==> src/rtl/instr_fetch.sv <==
// Instruction fetch front end: the fetch PC drives a one-word-per-cycle
// instruction memory, and responses are queued in a 2-entry {pc, instr} FIFO
// for decode. A redirect flushes the queue and restarts fetch at the target.
module instr_fetch #(
  parameter logic [31:0] RESET_PC = 32'h0000_0000
) (
  input  logic        clk,
  input  logic        rst_n,
  output logic        imem_req_o,
  output logic [31:0] imem_addr_o,
  input  logic [31:0] imem_rdata_i,
  input  logic        redirect_i,
  input  logic [31:0] redirect_pc_i,
  output logic        valid_o,
  input  logic        ready_i,
  output logic [31:0] instr_o,
  output logic [31:0] pc_o,
  output logic [6:0]  opcode_o
);

  typedef struct packed {
    logic [31:0] pc;
    logic [31:0] instr;
  } ent_t;

  // ent0 is always the head, so the decode outputs come straight from flops
  ent_t        ent0, ent1;
  logic [1:0]  cnt;
  logic [31:0] fpc;
  logic        inflight;     // a request went out last cycle; its data is on imem_rdata_i now
  logic [31:0] inflight_pc;
  logic        rd, wr;
  logic [1:0]  occ;
  ent_t        nent;
  logic        unused_lo;

  assign valid_o     = (cnt != 2'd0);
  assign instr_o     = ent0.instr;
  assign pc_o        = ent0.pc;
  assign opcode_o    = ent0.instr[6:0];
  assign imem_addr_o = fpc;

  // redirect beats both the retire and the response write in the same cycle
  assign rd   = valid_o & ready_i & ~redirect_i;
  assign wr   = inflight & ~redirect_i;
  assign nent = {inflight_pc, imem_rdata_i};

  // Occupancy at the end of this cycle (current count, plus the response
  // landing now, minus a retire now). Issuing only while that is below 2
  // guarantees the slot for our response next cycle, and still lets a
  // draining consumer see one instruction per cycle.
  assign occ        = cnt + {1'b0, wr} - {1'b0, rd};
  assign imem_req_o = rst_n & ~redirect_i & (occ < 2'd2);

  // target low bits are forced to zero, so they are never consumed
  assign unused_lo = ^redirect_pc_i[1:0];

  // Fetch PC and in-flight tracking. Clearing inflight on a redirect (or
  // reset) is what marks the outstanding response for discard.
  always_ff @(posedge clk or negedge rst_n) begin
    if (!rst_n) begin
      fpc         <= RESET_PC;
      inflight    <= 1'b0;
      inflight_pc <= 32'h0;
    end else if (redirect_i) begin
      fpc      <= {redirect_pc_i[31:2], 2'b00};
      inflight <= 1'b0;
    end else begin
      inflight <= imem_req_o;
      if (imem_req_o) begin
        inflight_pc <= fpc;
        fpc         <= fpc + 32'd4;
      end
    end
  end

  // 2-entry queue with a fixed head slot: a retire shifts ent1 down
  always_ff @(posedge clk or negedge rst_n) begin
    if (!rst_n) begin
      cnt  <= 2'd0;
      ent0 <= '0;
      ent1 <= '0;
    end else if (redirect_i) begin
      cnt <= 2'd0;
    end else begin
      case ({rd, wr})
        2'b11: begin
          if (cnt == 2'd2) begin
            ent0 <= ent1;
            ent1 <= nent;
          end else begin
            ent0 <= nent;
          end
        end
        2'b10: begin
          ent0 <= ent1;
          cnt  <= cnt - 2'd1;
        end
        2'b01: begin
          if (cnt == 2'd0) ent0 <= nent;
          else             ent1 <= nent;
          cnt <= cnt + 2'd1;
        end
        default: ;
      endcase
    end
  end

endmodule

==> config.mk <==
export PLATFORM = sky130hd
export DESIGN_NAME = instr_fetch
export DESIGN_NICKNAME = d
export VERILOG_FILES = /design/src/rtl/instr_fetch.sv
export SDC_FILE = /design/constraint.sdc
export NUM_CORES = 1
export LEC_CHECK = 0
export ABC_CLOCK_PERIOD_IN_PS = 3300
export CAP_MARGIN = 20
export CORE_MARGIN = 4
export CORE_UTILIZATION = 30
export CTS_CLUSTER_SIZE = 12
export DETAILED_ROUTE_END_ITERATION = 12
export GPL_ROUTABILITY_DRIVEN = 0
export SLEW_MARGIN = 15
export SYNTH_ARGS = -nofsm -noshare
export SYNTH_HDL_FRONTEND = slang
export SYNTH_SLANG_ARGS = --single-unit
==> constraint.sdc <==
create_clock -name clk -period 3.3 [get_ports clk]
set_input_delay 0.33 -clock clk [delete_from_list [all_inputs] [get_ports clk]]
set_output_delay 0.33 -clock clk [all_outputs]
set_load 0.005 [all_outputs]
Word-level counts from Yosys, hierarchy flattened --
Cells that the tools add are included. W data, S select, Z words.
Storage, ports and cells: word-level logic and storage cells 47, input port bits 68, bits in registers 195
Operators by class: reductions and logical operators 9, bitwise gates (word level) 6, add/subtract/negate cells 5, muxes and demuxes 11, $lt $le $gt $ge 1, equality and inequality tests 7
Operators with widths (number):
- $mux W64 | 4
- $pmux W64 S3 | 1
- $pmux W64 S2 | 1
- $mux W32 | 2
- $add A32 B3 Y32 const B | 1
- $eq A2 B2 Y1 const B | 3
- $ne A2 B2 Y1 const B | 3
- $reduce_bool A2 Y1 | 3
- $reduce_bool A3 Y1 | 2
- $and A1 B1 Y1 | 5
- $pmux W2 S2 | 1
- $reduce_and A4 Y1 | 1
- $reduce_and A3 Y1 | 1
- $add A2 B1 Y2 | 1
- $add A2 B1 Y2 const B | 1
- $eq A2 B1 Y1 const B | 1
- $logic_not A2 Y1 | 1
- $lt A2 B2 Y1 const B | 1
- $mux W2 | 1
- $reduce_and A2 Y1 | 1
- $sub A2 B1 Y2 | 1
- $sub A2 B1 Y2 const B | 1
- $mux W1 | 1
- $not A1 Y1 | 1

Logic depth before layout (Yosys ltp) --
Gate-level depths: netlist of run 1.
depth in word-level cells 8, gate-level depth with buffers 13

Least setup slack after synthesis of run 1 --
Ideal clock, no wire load.
path kind input to register, start in redirect_i, end reg inflight_pc[15], data arrival time 2.856 ns, setup slack 0.319 ns, data required time 3.175 ns, path buffers 5, stages 12, path through clkbuf_1 clkbuf_1 nor3b_1 ha_1 clkbuf_1 a21boi_1 mux2i_2 or2_1 buf_2 inv_2 buf_2 mux2_2
On the way: longest elaborated chain between the ends 7
RTL lines:
- start, declared | line 12 | input logic redirect_i,
- $not A1 Y1 (no source line) *
- $and A1 B1 Y1 | line 45 | assign wr = inflight & ~redirect_i;
- $add A2 B1 Y2 | line 52 | assign occ = cnt + {1'b0, wr} - {1'b0, rd};
- $sub A2 B1 Y2 | line 52
- $lt A2 B2 Y1 | line 53 | assign imem_req_o = rst_n & ~redirect_i & (occ < 2'd2);
- $and A1 B1 Y1 * | line 53
- net imem_req_o | line 9 | output logic imem_req_o,
- $reduce_and A2 Y1 (no source line) *
- end signal, assigned | line 71 | inflight_pc <= fpc;
- end, declared | line 31 | logic [31:0] inflight_pc;
Mark *: on every way through the listed nets, which the timed path passes. The rest lies on a longest branch. A chain may end at the register's enable or synchronous reset.

Worst setup path after layout of run 1 --
start reg cnt[1], end out imem_req_o
On the way: longest elaborated chain between the ends 6
RTL lines:
- start, declared | line 28 | logic [1:0] cnt;
- start signal, assigned | line 97 | cnt <= cnt - 2'd1;
- start signal, assigned | line 102 | cnt <= cnt + 2'd1;
- $reduce_bool A2 Y1 | line 37 | assign valid_o = (cnt != 2'd0);
- $and A1 B1 Y1 (2 in a row) | line 44 | assign rd = valid_o & ready_i & ~redirect_i;
- $sub A2 B1 Y2 * | line 52
- $lt A2 B2 Y1 * | line 53
- $and A1 B1 Y1 * | line 53
- end, declared | line 9
Every way passes the cells marked *; elsewhere a longest branch is shown, timed or not.

==> results of run 1 <==
[kinds of logic (layout without fill, tap and decap cells)]
| family | after synthesis | after routing | share of synthesized area |
|---|---|---|---|
| simple gates | 395 | 395 | 0.1786 |
| compound gates | 202 | 202 | 0.1388 |
| flops | 188 | 188 | 0.4983 |
| buf+inv | 102 | 234 | 0.04572 |
| mux | 90 | 90 | 0.1075 |
| xor+xnor | 26 | 26 | 0.02412 |
| fa+ha+maj | 5 | 5 | 0.006626 |
| other cells | 1 | 2 | 0.0003972 |
[state kept, by name, summed over array words and instances, names as in the netlist]
register	cells
cnt	2
ent1	62
imem_addr_o	30
inflight	1
inflight_pc	30
instr_o	32
pc_o	31
[worst max-delay path, delay by kind of cell (launching register included)]
kind / cells / cell delay [ns]
buf+inv: 3 / 0.66
simple gates: 3 / 0.50
flops: 1 / 0.47
mux: 1 / 0.37
xor+xnor: 1 / 0.25
fa+ha+maj: 1 / 0.18
[path summary, 6_finish.rpt]
kind	startpoint	to	depth (start not counted)
worst max-delay path	cnt[1]	imem_req_o	9
worst min-delay path	redirect_pc_i[20]	imem_addr_o[20]	3
worst max register to register	cnt[1]	imem_addr_o[30]	10
worst min register to register	instr_o[19]	instr_o[19]	2
max in group asynchronous	rst_n	inflight_pc[18]	3
min in group asynchronous	rst_n	pc_o[28]	2
[power by group]
group          leakage, nW  internal [mW]  switching [mW]
logic                 2.50           1.33           0.873
clock network        0.287           1.03            1.06
registers             2.32           3.02           0.556
total                 5.10           5.38            2.49
[through the flow]
step / std cells / setup WS (ns) / hold slack [ns]
floorplan: 1010 / 0.3192 / 0.03441
global placement: 1505 / 0.3142 / 0.2954
detailed placement: 1505 / 0.3314 / 0.2976
CTS: 1538 / 0.02764 / 0.4184
global route: 1538 / 0.003540 / 0.4248
finish: 1538 / 0.1155 / 0.4337
[final cells by class]
type	count	area share
tap	396	0.04085
inverter	13	0.004023
sequential	188	0.3879
clock buffer	18	0.03538
multi-input combinational	720	0.3594
timing repair buffer	189	0.1589
clock inverter	14	0.01351
[metal layers]
metal,track usage,vias to the layer above,routed length [um]
met5,0,-,0
met4,0.03230,0,143
met3,0.03181,7,1274
met2,0.2472,195,12000
met1,0.2126,3704,12250
li1,-,3729,-
[synthesized netlist by cell type (3+ instances only)]
library cell	count	area, um2
inv_1	12	45.04
nor3_1	12	60.06
mux2_1	4	45.04
xnor2_1	21	183.9
dfrtp_1	188	4705
nand2_1	295	1107
ha_1	5	62.56
and3_1	31	193.9
nor4_1	8	50.05
buf_1	9	33.78
nor2_1	13	48.80
clkbuf_1	61	229.0
o31ai_1	28	210.2
buf_4	10	75.07
nand3_1	10	50.05
buf_2	9	45.04
a22oi_1	36	270.3
nor2b_1	6	37.54
nand4_1	5	31.28
mux2_2	84	945.9
o21ai_0	97	485.5
and4_1	3	26.28
xor2_1	5	43.79
or3_1	4	25.02
a21oi_1	3	15.01
a221oi_1	28	245.2
[what timing repair did]
action / in CTS / in global routing
pin swaps: 0 / 0
endpoints found under the hold margin: 40 / 0
resized for setup: 2 / 2
hold buffers: 1 / 0
endpoints found under the setup margin: 1 / 1
==> out/metrics.csv, run 1 <==
metric;value;unit
DRC Markers;0;
Detail Route Antenna Nets;0;
Area Growth Syn to Fin;28.48;%
starting density of the core;0.3062;
DR pass1 iterations;4;
Die Height;185.4;um
clock latency on the worst-skew pair;0.44;ns
R2R Setup Slk;0.60;ns
Rel. slew slack;0.4128;
Top Ports;173;
footprint of the multi-input gates;0.004359;mm2
Post-Route Setup TNS;0;ns
FP Rows;64;
clk sinks;188;
Clock Skews;0.01880;ns
wire per inst;16.69;um
Die ar.;0.03438;mm2
global-route wire length before repair;42150;um
share of layout cells above drive strength 1;0.1305;
setup bufs post-CTS;0;
Peak VDD IR;0.3339;mV
routed wire length;25660;um
Fillers;3033;
Hold Violations, Final;0;
dpl hpwl;16380;um
Ant. Diodes;0;
utilization after layout;0.3935;
pwr dens;648.7;mW/mm2
Via-to-Cell Ratio;4.964;
max-cap violations;0;
status;finished, final reports clean;
Worst Setup End Kind;output pin;
placed inst area;0.01151;mm2
GRT Util Overall;0.1528;
CTS tree;built;
Worst Hold Class;input port to flip-flop;
yosys warns;0;
Final Max Tran Viols;0;
Crit Path Max Fanout;5;
Design Area, Final;0.01213;mm2
final setup vio count;0;
post-synthesis cell area;0.009442;mm2
core area;0.03083;mm2
period utilization;0.9650;
slowest stage cell, crit path;dfrtp_1;
WP data required;2.97;ns
initial antenna violation count;0;
number of global-route vias before repair;7622;
root buf cell;clkbuf_16;
port bufs;168;
Detailed Route Iter0 Violations;445;
critical-path cell list;nor2_4, nor3b_2, buf_4, ha_1, xnor2_1, mux2i_2, or2_1, inv_2, clkdlybuf4s50_1;
CTS Buf Count;17;
startpoint types;flip-flop;
critical setup path kind;flip-flop to output pin;
Yosys reg bits;188;
clk slew on worst S/H paths;0.09;ns
largest net degree at the start of global routing;149;
worst slew pin tran;0.8808;ns
Mean Syn Cell Area;9.357;um2
most frequent cells in the layout;295 x nand2_1, 187 x dfrtp_1, 166 x clkdlybuf4s50_1, 97 x o21ai_0, 84 x mux2_2;
library cells used by synthesis;45;
Leak Pwr;5.104;nW
GRT overflow;0;
flip-flop and latch area;0.004706;mm2
vias;7635;
RSZ-0062 raised after global routing;no;
EDFF count, synth;0;
commonest non-fill, non-tap cell in the layout;nand2_1;
top achievable clock speed;0.3140;GHz
slowest cell delay on critical path;0.47;ns
Syn Inst Count;1009;
CP arrival;2.85;ns
Pwr Total;7.869;mW
maximum clock insertion buffer count;2;
Seq/Total Area, Yosys;0.4983;
post-layout min period;3.184;ns
FFs w/ async S/R, synth;1.000;
htree depth;4;
top_reg_cell synth;dfrtp_1;
nets;1202;
Die W;185.4;um
Power figures use the tool's default switching activity.
==> inputs of run 2 (changes only) <==
--- a/config.mk
+++ b/config.mk
@@ -12,6 +12,7 @@
 export CTS_CLUSTER_SIZE = 12
 export DETAILED_ROUTE_END_ITERATION = 12
 export GPL_ROUTABILITY_DRIVEN = 0
+export GPL_TIMING_DRIVEN = 0
 export SLEW_MARGIN = 15
 export SYNTH_ARGS = -nofsm -noshare
 export SYNTH_HDL_FRONTEND = slang
==> run 2 against run 1 <==
  * Global-route usage up 1.4 points
  * First-iteration DRC count shrank 2.9%
  * Sequential cell count is the same
  * Die area unchanged
  * Hold slack improved by 0.018 ns
  * Total power rose by 0.22%
  * Routed wire length is 12% higher
  * Final cell count increased by 4.7%
  * Clock skew fell by 0.0087 ns
  * Via count is 5.5% higher
  * Sequential share of layout area down 0.92 points
  * Critical path type is now input port to output pin
==> out/metrics.csv, run 2 (same netlist as run 1, synthesis figures left out) <==
metric;value;unit;change
CTS tree;built;;unchanged
Die W;185.4;um;unchanged
Levels on crit path;12;;was 9
pwr dens;635.0;mW/mm2;was 648.7 mW/mm2
Reg with most FFs;ent1;;unchanged
sequential cell fraction of total power;0.456;;was 0.454
final setup margin;0.09428;ns;was 0.1155 ns
r2r worst-path depth;8;;was 10
Net Sw Frac;0.3085;;was 0.3162
Post-Route Setup TNS;0;ns;unchanged
GRT overflow;0;;unchanged
clk slew on worst S/H paths;0.07;ns;was 0.09 ns
most frequent cells in the layout;295 x nand2_1, 188 x dfrtp_1, 166 x clkdlybuf4s50_1, 97 x o21ai_0, 84 x mux2_2;;was 295 x nand2_1, 187 x dfrtp_1, 166 x clkdlybuf4s50_1, 97 x o21ai_0, 84 x mux2_2
r2r startpoint;cnt[0];;was cnt[1]
DRC Markers;0;;unchanged
core area;0.03083;mm2;unchanged
Clock Skews;0.01012;ns;was 0.01880 ns
placed inst area;0.01168;mm2;was 0.01151 mm2
worst path bufs/invs;7;;was 3
R2R Setup Slk;0.21;ns;was 0.60 ns
delay-heaviest family, CP;buffers and inverters;;unchanged
dpl hpwl;20420;um;was 16380 um
Detailed Route Iter0 Violations;432;;was 445
routed wire length;28620;um;was 25660 um
Fillers;3092;;was 3033
Combinational Power Share;0.296;;was 0.280
Crit Path Max Fanout;10;;was 5
worst slew pin tran;0.8628;ns;was 0.8808 ns
startpoint types;input port;;was flip-flop
Final Max Tran Viols;0;;unchanged
FP Rows;64;;unchanged
max-cap violations;0;;unchanged
Internal Power;5.454;mW;was 5.381 mW
Top Ports;173;;unchanged
Via-to-Cell Ratio;5.000;;was 4.964
number of global-route vias before repair;8060;;was 7622
wire per inst;17.77;um;was 16.69 um
largest net degree at the start of global routing;69;;was 149
clk sinks;188;;unchanged
utilization after layout;0.4029;;was 0.3935
final setup vio count;0;;unchanged
CTS Buf Count;17;;unchanged
global-route wire length before repair;45190;um;was 42150 um
WP data required;2.97;ns;about the same
Peak VDD IR;0.3528;mV;was 0.3339 mV
CP arrival;2.88;ns;was 2.85 ns
max reg flops;62;;unchanged
Rel. slew slack;0.4248;;was 0.4128
root buf cell;clkbuf_16;;unchanged
DR pass1 iterations;6;;was 4
maximum clock insertion buffer count;2;;unchanged
power share of the clock group;0.248;;was 0.266
period utilization;0.9714;;was 0.9650
top achievable clock speed;0.3119;GHz;was 0.3140 GHz
post-layout min period;3.206;ns;was 3.184 ns
hold_sp;redirect_pc_i[20];;unchanged
CP endpoint;imem_req_o;;unchanged
flip-flop and latch area;0.004705;mm2;was 0.004706 mm2
Die ar.;0.03438;mm2;unchanged
port bufs;168;;unchanged
nets;1276;;was 1202
Worst Hold Class;input port to flip-flop;;unchanged
Area Growth Syn to Fin;31.55;%;was 28.48%
starting density of the core;0.3062;;unchanged
Place WS;-1.883;ns;was 0.3314 ns
slowest cell delay on critical path;0.45;ns;was 0.47 ns
status;finished, final reports clean;;unchanged
Design Area, Final;0.01242;mm2;was 0.01213 mm2
share of layout cells above drive strength 1;0.1285;;was 0.1305
initial antenna violation count;0;;unchanged
Die Height;185.4;um;unchanged
critical-path cell list;clkdlybuf4s50_1, clkbuf_8, clkbuf_8, nor3b_4, ha_4, a21boi_2, mux2i_4, or2_1, buf_6, inv_4, buf_6, clkbuf_2;;was nor2_4, nor3b_2, buf_4, ha_1, xnor2_1, mux2i_2, or2_1, inv_2, clkdlybuf4s50_1
slowest stage cell, crit path;clkdlybuf4s50_1;;was dfrtp_1
Detail Route Antenna Nets;0;;unchanged
vias;8055;;was 7635
clock latency on the worst-skew pair;0.43;ns;was 0.44 ns
critical setup path kind;input port to output pin;;was flip-flop to output pin
Hold Violations, Final;0;;unchanged
Leak Pwr;5.228;nW;was 5.104 nW
GRT Util Overall;0.1671;;was 0.1528
switching pwr;2.433;mW;was 2.488 mW
Pwr Total;7.887;mW;was 7.869 mW
crit path launch;redirect_i;;was cnt[1]
Worst Setup End Kind;output pin;;unchanged
commonest non-fill, non-tap cell in the layout;nand2_1;;unchanged
htree depth;4;;unchanged
RSZ-0062 raised after global routing;yes;;was no
R2R Path End;ent1[28];;was imem_addr_o[30]
footprint of the multi-input gates;0.004358;mm2;was 0.004359 mm2
==> run 2: power by group through the flow <==
| stage | Clock, mW | Sequential [mW] | Combinational, mW |
|---|---|---|---|
| after floorplan | 0 | 3.51 | 1.06 |
| after global placement | 0 | 3.60 | 2.30 |
| after detailed placement | 0 | 3.65 | 2.35 |
| after CTS | 2.00 | 3.60 | 2.38 |
| after global routing | 2.10 | 3.71 | 2.59 |
| final | 1.95 | 3.60 | 2.33 |
==> run 2: timing repair <==
item,4_1_cts,5_1_grt
endpoints found under the setup margin,189,1
buffers inserted,2,0
hold buffers,5,0
pin swaps,1,3
hold endpoints to repair,62,0
gates resized for setup,22,6
==> run 2: area by class of cell <==
| type | instances | share of cell area |
|---|---|---|
| flip-flops and latches | 188 | 0.3788 |
| multi-input cells | 720 | 0.3509 |
| repair buffers | 177 | 0.1493 |
| well taps | 396 | 0.03989 |
| clock buffers | 22 | 0.03898 |
| plain buffers | 86 | 0.03294 |
| clock inverters | 8 | 0.004936 |
| inverters | 13 | 0.004130 |
| diodes | 1 | 0.0002015 |
==> run 2: worst min path at each step <==
stage                                  to  slack [ns]  depth (start not counted)
after CTS                 imem_addr_o[27]        0.43                          3
after global routing      imem_addr_o[16]        0.45                          3
after global placement           pc_o[28]        0.46                          2
final                     imem_addr_o[20]        0.45                          3
after floorplan                    cnt[0]        0.03                          0
after detailed placement      instr_o[21]        0.30                          1
==> run 2: per-stage QoR <==
stage                     instances  hold WS, ns
final                          1611       0.4522
after global routing           1610       0.4539
after CTS                      1610       0.4337
after detailed placement       1576       0.3036
after global placement         1574       0.4624
after floorplan                1010      0.03441
==> run 2: layer usage <==
metal	GRT usage	part of all wire	vias up
met1	0.2334	0.46	3900
met3	0.03574	0.063	29
met4	0.04169	0.015	0
met2	0.2656	0.46	223
li1	-	-	3903
met5	0	0	-
==> run 2: worst register-to-register path, stage by stage (launching register included) <==
cell	delay, ns
dfrtp_1	0.50
nor2_1	0.16
nor3b_4	0.30
buf_4	0.17
inv_1	0.03
ha_1	0.24
a221oi_2	0.77
buf_2	0.42
mux2_2	0.38
==> inputs of run 3 (changes only) <==
--- a/config.mk
+++ b/config.mk
@@ -11,6 +11,7 @@
 export CORE_UTILIZATION = 30
 export CTS_CLUSTER_SIZE = 12
 export DETAILED_ROUTE_END_ITERATION = 12
+export DONT_BUFFER_PORTS = 1
 export GPL_ROUTABILITY_DRIVEN = 0
 export GPL_TIMING_DRIVEN = 0
 export SLEW_MARGIN = 15
==> run 3 against run 2 <==
  * Critical path depth down 2
  * Core utilization down 5.9 points
  * Hold slack worse by 0.86 ns
  * Total power down 9.9%
  * Die area unchanged
  * Largest power group unchanged
  * Sequential share of layout area up 6.5 points
  * Clock skew down 0.0021 ns
  * First-iteration DRC count up 8.6%
  * The flow now finishes with violations (negative hold slack)
  * Sequential power up 5%
  * Critical path type unchanged
  * Setup slack better by 0.064 ns
  * Via count down 7.9%
  * Non-clock buffer count down 171
==> out/metrics.csv, run 3 (same netlist as run 1, synthesis figures left out) <==
metric;value;unit;change
final setup vio count;0;;unchanged
GRT overflow;0;;unchanged
critical setup path kind;input port to output pin;;unchanged
clk sinks;188;;unchanged
global-route wire length before repair;43190;um;was 45190 um
most frequent cells in the layout;295 x nand2_1, 186 x dfrtp_1, 97 x o21ai_0, 84 x mux2_2, 54 x clkbuf_1;;was 295 x nand2_1, 188 x dfrtp_1, 166 x clkdlybuf4s50_1, 97 x o21ai_0, 84 x mux2_2
number of global-route vias before repair;7468;;was 8060
Rel. slew slack;0.4872;;was 0.4248
Peak VDD IR;0.3733;mV;was 0.3528 mV
port bufs;0;;was 168
CTS tree;built;;unchanged
Leak Pwr;4.532;nW;was 5.228 nW
r2r worst-path depth;10;;was 8
pwr dens;670.5;mW/mm2;was 635.0 mW/mm2
r2r startpoint;cnt[1];;was cnt[0]
DRC Markers;0;;unchanged
R2R Setup Slk;0.26;ns;was 0.21 ns
Ant. Diodes;0;;was 1
critical-path cell list;clkbuf_2, clkbuf_2, nor3b_2, ha_4, a21boi_1, mux2i_4, or2_1, buf_2, inv_2, buf_4;;was clkdlybuf4s50_1, clkbuf_8, clkbuf_8, nor3b_4, ha_4, a21boi_2, mux2i_4, or2_1, buf_6, inv_4, buf_6, clkbuf_2
WP data required;2.97;ns;about the same
Detailed Route Iter0 Violations;469;;was 432
Via-to-Cell Ratio;5.158;;was 5.000
period utilization;0.9521;;was 0.9714
routed wire length;27490;um;was 28620 um
Top Ports;173;;unchanged
max-cap violations;0;;unchanged
Hold Violations, Final;188;;was 0
dpl hpwl;19580;um;was 20420 um
CTS Buf Count;17;;unchanged
FP Rows;64;;unchanged
Fillers;3152;;was 3092
most frequent CP cell;clkbuf_2;;
Reg with most FFs;ent1;;unchanged
vias;7422;;was 8055
Die Height;185.4;um;unchanged
Area Growth Syn to Fin;12.28;%;was 31.55%
starting density of the core;0.3062;;unchanged
htree depth;4;;unchanged
placed inst area;0.009941;mm2;was 0.01168 mm2
Clock Skews;0.008015;ns;was 0.01012 ns
failing checks;negative hold slack;;
Post-Route Setup TNS;0;ns;unchanged
cts hold-fix bufs;4;;was 5
GRT Util Overall;0.1618;;was 0.1671
R2R Path End;imem_addr_o[24];;was ent1[28]
Worst Setup End Kind;output pin;;unchanged
slowest cell delay on critical path;0.42;ns;was 0.45 ns
Die ar.;0.03438;mm2;unchanged
initial antenna violation count;0;;unchanged
nets;1105;;was 1276
Crit Path Max Fanout;10;;unchanged
Design Area, Final;0.01060;mm2;was 0.01242 mm2
share of layout cells above drive strength 1;0.1429;;was 0.1285
CP arrival;2.81;ns;was 2.88 ns
post-layout min period;3.142;ns;was 3.206 ns
slowest stage cell, crit path;nor3b_2;;was clkdlybuf4s50_1
RSZ-0062 raised after global routing;no;;was yes
Worst Hold Class;input port to asynchronous set/reset pin;;was input port to flip-flop
Final Max Tran Viols;0;;unchanged
top achievable clock speed;0.3183;GHz;was 0.3119 GHz
worst slew pin tran;0.7693;ns;was 0.8628 ns
startpoint types;input port;;unchanged
final hold slack;-0.4051;ns;was 0.4522 ns
flip-flop and latch area;0.004707;mm2;was 0.004705 mm2
maximum clock insertion buffer count;2;;unchanged
root buf cell;clkbuf_16;;unchanged
commonest non-fill, non-tap cell in the layout;nand2_1;;unchanged
Detail Route Antenna Nets;0;;unchanged
status;finished with violations;;was finished, final reports clean
largest net degree at the start of global routing;191;;was 69
footprint of the multi-input gates;0.004343;mm2;was 0.004358 mm2
clk slew on worst S/H paths;0.06;ns;was 0.07 ns
max reg flops;62;;unchanged
clock latency on the worst-skew pair;0.44;ns;was 0.43 ns
core area;0.03083;mm2;unchanged
wire per inst;19.10;um;was 17.77 um
DR pass1 iterations;5;;was 6
Die W;185.4;um;unchanged
run 3: through the flow:
stage,util,power [mW],cells,setup WS [ns]
2_1_floorplan,-,4.567,1010,0.3192
3_3_place_gp,0.3224,5.052,1406,-0.9066
3_5_place_dp,0.3224,5.125,1406,-0.9781
4_1_cts,0.3434,7.197,1439,0.008065
5_1_grt,0.3439,7.575,1439,0.01464
6_report,0.3439,7.108,1439,0.1580
run 3: repair_timing:
item / CTS / global route
gates resized for setup: 8 / 10
endpoints found under the setup margin: 110 / 51
endpoints found under the hold margin: 192 / 188
pin swaps: 1 / 1
setup buffers: 1 / 0
gates cloned: 0 / 0
run 3: power breakdown:
group	leakage [nW]	total (mW)	internal [mW]	switching, mW
Sequential	2.32	3.77	3.02	0.744
Clock	0.277	2.05	1.15	0.909
Combinational	1.94	1.29	0.663	0.623
Total	4.53	7.11	4.83	2.28
run 3: layout make-up:
cell class              count  share of cell area
plain buffers              87             0.03647
clock buffers              19             0.04272
clock inverters            11             0.01133
inverters                  13            0.004603
multi-input cells         720              0.4097
flip-flops and latches    188              0.4440
well taps                 396             0.04674
repair buffers              5            0.004485
run 3: layer usage:
| layer | up-vias | track usage | share of wire |
|---|---|---|---|
| li1 | 3552 | - | - |
| met1 | 3607 | 0.2172 | 0.44 |
| met2 | 230 | 0.2525 | 0.46 |
| met3 | 33 | 0.04537 | 0.077 |
| met4 | 0 | 0.05402 | 0.022 |
| met5 | - | 0 | 0 |
run 3: worst max path at each step:
| stage | start | cells after the start | end | slack, ns |
|---|---|---|---|---|
| floorplan | redirect_i | 12 | inflight_pc[15] | 0.32 |
| global placement | redirect_i | 12 | inflight_pc[25] | -0.91 |
| detailed placement | redirect_i | 12 | inflight_pc[22] | -0.98 |
| CTS | cnt[1] | 11 | instr_o[15] | 0.008 |
| global route | cnt[0] | 9 | imem_req_o | 0.01 |
| finish | redirect_i | 10 | imem_req_o | 0.16 |
run 3: worst max-delay path: cells and delay by family:
family	cells	cell delay, ns
mux	1	0.15
buf+inv	5	1.15
simple gates	2	0.64
fa+ha+maj	1	0.30
compound gates	1	0.23
